**src/rtl/fusion_axil_regs.sv**
```systemverilog
// fusion_axil_regs: AXI4-Lite control/status register file for the sensor fusion accelerator.
//   clk, rst_n          : clock, asynchronous active-low reset
//   s_axi_aw*/w*/b*     : write address, data and response channels
//   s_axi_ar*/r*        : read address and data channels
//   kalman_valid        : per-sample strobe counted into SAMPLE_CNT
//   imu_enable          : IMU_CTRL bit 0
//   lidar_enable        : LIDAR_CTRL bit 0
module fusion_axil_regs #(
    parameter int ADDR_W = 4,
    parameter int DATA_W = 32
) (
    input  logic                clk,
    input  logic                rst_n,
    input  logic [ADDR_W-1:0]   s_axi_awaddr,
    input  logic                s_axi_awvalid,
    output logic                s_axi_awready,
    input  logic [DATA_W-1:0]   s_axi_wdata,
    input  logic [DATA_W/8-1:0] s_axi_wstrb,
    input  logic                s_axi_wvalid,
    output logic                s_axi_wready,
    output logic [1:0]          s_axi_bresp,
    output logic                s_axi_bvalid,
    input  logic                s_axi_bready,
    input  logic [ADDR_W-1:0]   s_axi_araddr,
    input  logic                s_axi_arvalid,
    output logic                s_axi_arready,
    output logic [DATA_W-1:0]   s_axi_rdata,
    output logic [1:0]          s_axi_rresp,
    output logic                s_axi_rvalid,
    input  logic                s_axi_rready,
    input  logic                kalman_valid,
    output logic                imu_enable,
    output logic                lidar_enable
);
    logic                aw_held, w_held;
    logic [1:0]          aw_idx;
    logic [DATA_W-1:0]   w_data;
    logic [DATA_W/8-1:0] w_strb;
    logic [DATA_W-1:0]   sample_cnt, scratch, rd_mux;
    logic                aw_hs, w_hs, ar_hs, commit;
    logic                unused_bits;

    // Only addr[3:2] decodes; the remaining address bits are deliberately ignored.
    assign unused_bits = ^{s_axi_awaddr, s_axi_araddr};

    assign s_axi_awready = !aw_held && !s_axi_bvalid;
    assign s_axi_wready  = !w_held && !s_axi_bvalid;
    assign s_axi_arready = !s_axi_rvalid;
    assign s_axi_rresp   = 2'b00;
    assign aw_hs  = s_axi_awvalid && s_axi_awready;
    assign w_hs   = s_axi_wvalid && s_axi_wready;
    assign ar_hs  = s_axi_arvalid && s_axi_arready;
    assign commit = aw_held && w_held;

    always_comb begin
        rd_mux = s_axi_araddr[3:2] == 2'd0 ? {{(DATA_W-1){1'b0}}, imu_enable} :
                 s_axi_araddr[3:2] == 2'd1 ? {{(DATA_W-1){1'b0}}, lidar_enable} :
                 s_axi_araddr[3:2] == 2'd2 ? sample_cnt : scratch;
    end

    always_ff @(posedge clk or negedge rst_n) begin
        if (!rst_n) begin
            aw_held      <= 1'b0;
            w_held       <= 1'b0;
            aw_idx       <= 2'd0;
            w_data       <= '0;
            w_strb       <= '0;
            s_axi_bvalid <= 1'b0;
            s_axi_bresp  <= 2'b00;
        end else begin
            if (aw_hs) begin
                aw_held <= 1'b1;
                aw_idx  <= s_axi_awaddr[3:2];
            end
            if (w_hs) begin
                w_held <= 1'b1;
                w_data <= s_axi_wdata;
                w_strb <= s_axi_wstrb;
            end
            if (commit) begin
                aw_held      <= 1'b0;
                w_held       <= 1'b0;
                s_axi_bvalid <= 1'b1;
                s_axi_bresp  <= aw_idx == 2'd2 ? 2'b10 : 2'b00;
            end else if (s_axi_bvalid && s_axi_bready) begin
                s_axi_bvalid <= 1'b0;
            end
        end
    end

    always_ff @(posedge clk or negedge rst_n) begin
        if (!rst_n) begin
            imu_enable   <= 1'b0;
            lidar_enable <= 1'b0;
            scratch      <= '0;
            sample_cnt   <= '0;
        end else begin
            if (commit && aw_idx == 2'd0 && w_strb[0]) imu_enable <= w_data[0];
            if (commit && aw_idx == 2'd1 && w_strb[0]) lidar_enable <= w_data[0];
            for (int i = 0; i < DATA_W/8; i++)
                if (commit && aw_idx == 2'd3 && w_strb[i]) scratch[8*i +: 8] <= w_data[8*i +: 8];
            // SAMPLE_CNT is read-only: bus writes never touch it, only the strobe does.
            sample_cnt <= sample_cnt + {{(DATA_W-1){1'b0}}, kalman_valid};
        end
    end

    // rd_mux reflects pre-edge register values, so a read sees the old value on a same-edge update.
    always_ff @(posedge clk or negedge rst_n) begin
        if (!rst_n) begin
            s_axi_rvalid <= 1'b0;
            s_axi_rdata  <= '0;
        end else if (ar_hs) begin
            s_axi_rvalid <= 1'b1;
            s_axi_rdata  <= rd_mux;
        end else if (s_axi_rvalid && s_axi_rready) begin
            s_axi_rvalid <= 1'b0;
        end
    end
endmodule

```
**config.mk**
```make
export PLATFORM = sky130hd
export DESIGN_NAME = fusion_axil_regs
export DESIGN_NICKNAME = d
export VERILOG_FILES = /design/src/rtl/fusion_axil_regs.sv
export SDC_FILE = /design/constraint.sdc
export NUM_CORES = 1
export LEC_CHECK = 0
export ABC_AREA = 1
export BUFFER_PORTS_ARGS = -buffer_cell sky130_fd_sc_hd__buf_4
export CAP_MARGIN = 30
export CORE_ASPECT_RATIO = 0.9
export CORE_MARGIN = 5
export CORE_UTILIZATION = 40
export DETAILED_ROUTE_END_ITERATION = 12
export HOLD_SLACK_MARGIN = 0.06
export PLACE_DENSITY_LB_ADDON = 0.12
export RECOVER_POWER = 50
export SYNTH_ARGS = -nofsm -noshare
export SYNTH_HDL_FRONTEND = slang
export SYNTH_SLANG_ARGS = --single-unit
```
**constraint.sdc**
```tcl
create_clock -name clk -period 4.5 [get_ports clk]
set_input_delay 0.9 -clock clk [delete_from_list [all_inputs] [get_ports clk]]
set_output_delay 0.9 -clock clk [all_outputs]
set_load 0.01 [all_outputs]
```
==> summary.txt <==
Clock network
  • Inserted Clock Buffers: 17
  • # resized after CTS: 0
  • Hold buffer count at cts: 0
  • CTS root buf: clkbuf_16
  • Clk sinks: 141
  • Worst-path clk slew: 60 ps
  • Postcts setup bufs: 0
  • Worst-skew pair later-pin latency: 410 ps
  • Clk buf depth: 2
  • Max H-tree Level: 4
  • CTS tree: yes

Floorplanning
  • Die height: 129 um
  • Core area: 15500 sq um
  • Die area: 18500 sq um
  • Row cnt: 43
  • Initial Utilization: 40.9%
  • Die width: 143 um
  • I/O pin cnt: 95

Place
  • # placed instances: 978
  • Dpl ws: 2190 ps
  • I/O Buffers: 87
  • Gpl congestion: 0.885
  • Hpwl dp: 10500 um
  • Placement Cell Area: 7180 sq um

Yosys
  • EDFF count, synth: 0
  • Mean Syn Cell Area: 8.95 sq um
  • Most used flip-flop cell after synthesis: dfrtp_1
  • Yosys reg bits: 141
  • Synth Instances: 708
  • Warnings from Yosys: 0
  • Netlist cell types: 28
  • Cell Area, Synth: 6340 sq um
  • Asr flop ratio synth: 100%
  • Seq/Total Area, Yosys: 55.7%

Critical path
  • Worst Path Max Fanout: 35
  • Required time worst endpoint: 4790 ps
  • Crit end category: flip-flop
  • Worst Setup Path Type: input pin to flip-flop
  • Startpoint types: input pin
  • R2r setup slk: 1970 ps
  • Worst path arrival time: 2970 ps

Timing
  • Setup slack after layout: 1820 ps
  • Final Setup Violations: 0
  • Final worst path period share: 59.6%
  • Clock skew: 7.12 ps
  • Final min period: 2680 ps
  • Slew headroom: -46.1%
  • Slew of the pin with the lowest slew margin: 2190 ps
  • Fmax: 0.373 GHz
  • Final setup TNS: 0 ps
  • Unrepaired setup endpoints after global routing: false
  • Hold Fails Final Rpt: 0
  • Final slew viol count: 75

Drt
  • DRC violations left: 0
  • Drt pass-1 iters: 4
  • Avg WL per Cell: 14.5 um
  • Starting DRT DRC Count: 286
  • Vias: 4823
  • Total Wirelength: 14600 um
  • ANT nets after route: 0
  • Drt via density: 4.79

Run status
  • Outcome: complete, but fails checks
  • Failing checks: capacitance limit, slew limit

Power
  • Overall power: 4.47 mW
  • Worst vdd ir: 0.490 mV
  • Leak: 3.89 nW
  • PwrDens: 582 nW/um^2

Layout
  • Filler Cells Inserted: 1501
  • Share of cells above drive strength 1: 20.2%
  • Finished Layout Cells: 1007
  • Layout net count: 850
  • Final instance area: 7680 sq um
  • Synth-to-layout area growth: 21.2%
  • Diodes inserted: 0

Global routing
  • First-pass GRT wire length: 24600 um
  • Total Routing Usage GR: 16.8%
  • Initial antenna violation count: 0
  • Vias in the first global route: 4893
  • Gr ovfl total: 0
  • Largest net degree at the start of global routing: 87

Run
  • Max Cap Viol: 2

Min path
  • Hold Path Class: flip-flop to flip-flop
[through the flow]
step	hold WS, ps	util [%]
finish	473	49.6
global route	497	49.6
CTS	383	50.2
detailed placement	465	46.3
global placement	457	46.0
floorplan	441	-
[worst max-delay path, stage by stage]
cell and delay [ps]:
buf_4 110, nand2_1 50, clkbuf_1 1330, nor2_2 -20, buf_4 310, o211ai_1 180
nand2_1 80
[layer usage]
layer / vias to the layer above / wire [um] / global-route usage (%)
li1: 2401 / - / -
met1: 2324 / 7230 / 24.3
met2: 88 / 6530 / 25.1
met3: 10 / 718 / 5.06
met4: 0 / 107 / 3.47
met5: - / 0 / 0
[cells in the final DEF, fill, tap and decap left out, types with 2 or more instances in the layout]
master       n
or2_2       10
clkinv_4     3
nand3_1     27
nor2_4       3
nand2_2      3
inv_1       60
bufinv_16    4
buf_16       2
ha_1         3
nand4_1      2
nor2_2       3
clkinv_2     4
clkbuf_16   17
xor2_1      15
clkbuf_1     3
mux2_2      14
nor2_1      69
dfrtp_1    141
inv_2        2
nand2_1    243
o211ai_1    31
o21ai_2      9
a21oi_1     23
buf_4       86
conb_1       3
o21ai_0     19
[power breakdown]
| group | switching [mW] | internal [mW] | leakage, nW |
|---|---|---|---|
| Combinational | 0.584 | 0.458 | 1.84 |
| Sequential | 0.288 | 1.70 | 1.76 |
| Clock | 0.522 | 0.915 | 0.294 |
| Total | 1.39 | 3.07 | 3.89 |
[registers in the layout, summed over array words and instances (netlist names)]
name,count
s_axi_bresp,1
s_axi_bvalid,1
scratch,32
imu_enable,1
s_axi_rdata,32
aw_held,1
w_strb,4
lidar_enable,1
sample_cnt,32
w_data,32
w_held,1
s_axi_rvalid,1
aw_idx,2
[cells by family (layout without fill, tap and decap cells)]
logic type	count (synthesis)	count (layout)	share of synthesized area (%)
DFF	141	141	55.7
muxes	15	15	2.67
AOI/OAI and AO/OA	83	83	8.99
and+or+nand+nor	362	362	23.8
other	1	3	0.0592
xor gates and xnor gates	15	15	2.07
buffers and inverters	88	183	6.14
adders and majority gates	3	3	0.592
[synth_stat cells (2+ instances only)]
cell	count	area [sq um]
nor2_1	68	255
o21ai_2	20	175
o21ai_0	8	40.0
dfrtp_1	141	3530
nor2_2	3	18.8
nand2_2	5	31.3
o211ai_1	31	233
buf_4	4	30.0
a21oi_1	23	115
nand2_1	239	897
ha_1	3	37.5
buf_2	5	25.0
xor2_1	15	131
inv_1	59	221
clkbuf_1	12	45.0
nor2_4	3	33.8
buf_6	5	56.3
nand3_1	27	135
mux2_2	14	158
or2_2	10	62.6
nand4_1	2	12.5
inv_2	3	11.3
nand2_4	3	33.8
[area by class of cell]
cell class                      count  area (sq um)  area share [%]
Inverter                           62           233            3.03
Sequential cell                   141          3530            45.9
Clock buffer                       17           425            5.54
Timing Repair Buffer               92           719            9.37
Tap cell                          202           253            3.29
Multi-Input combinational cell    481          2350            30.6
Clock inverter                     12           174            2.26
[worst paths after layout]
kind                          startpoint               to  depth (start not counted)
max                        s_axi_arvalid  s_axi_rdata[13]                          7
min                          scratch[22]      scratch[22]                          2
max reg2reg                       w_held       scratch[6]                          6
min reg2reg                  scratch[22]      scratch[22]                          2
max in group asynchronous          rst_n          aw_held                          3
min in group asynchronous          rst_n   s_axi_rdata[5]                          1
Power figures use the tool's default switching activity.
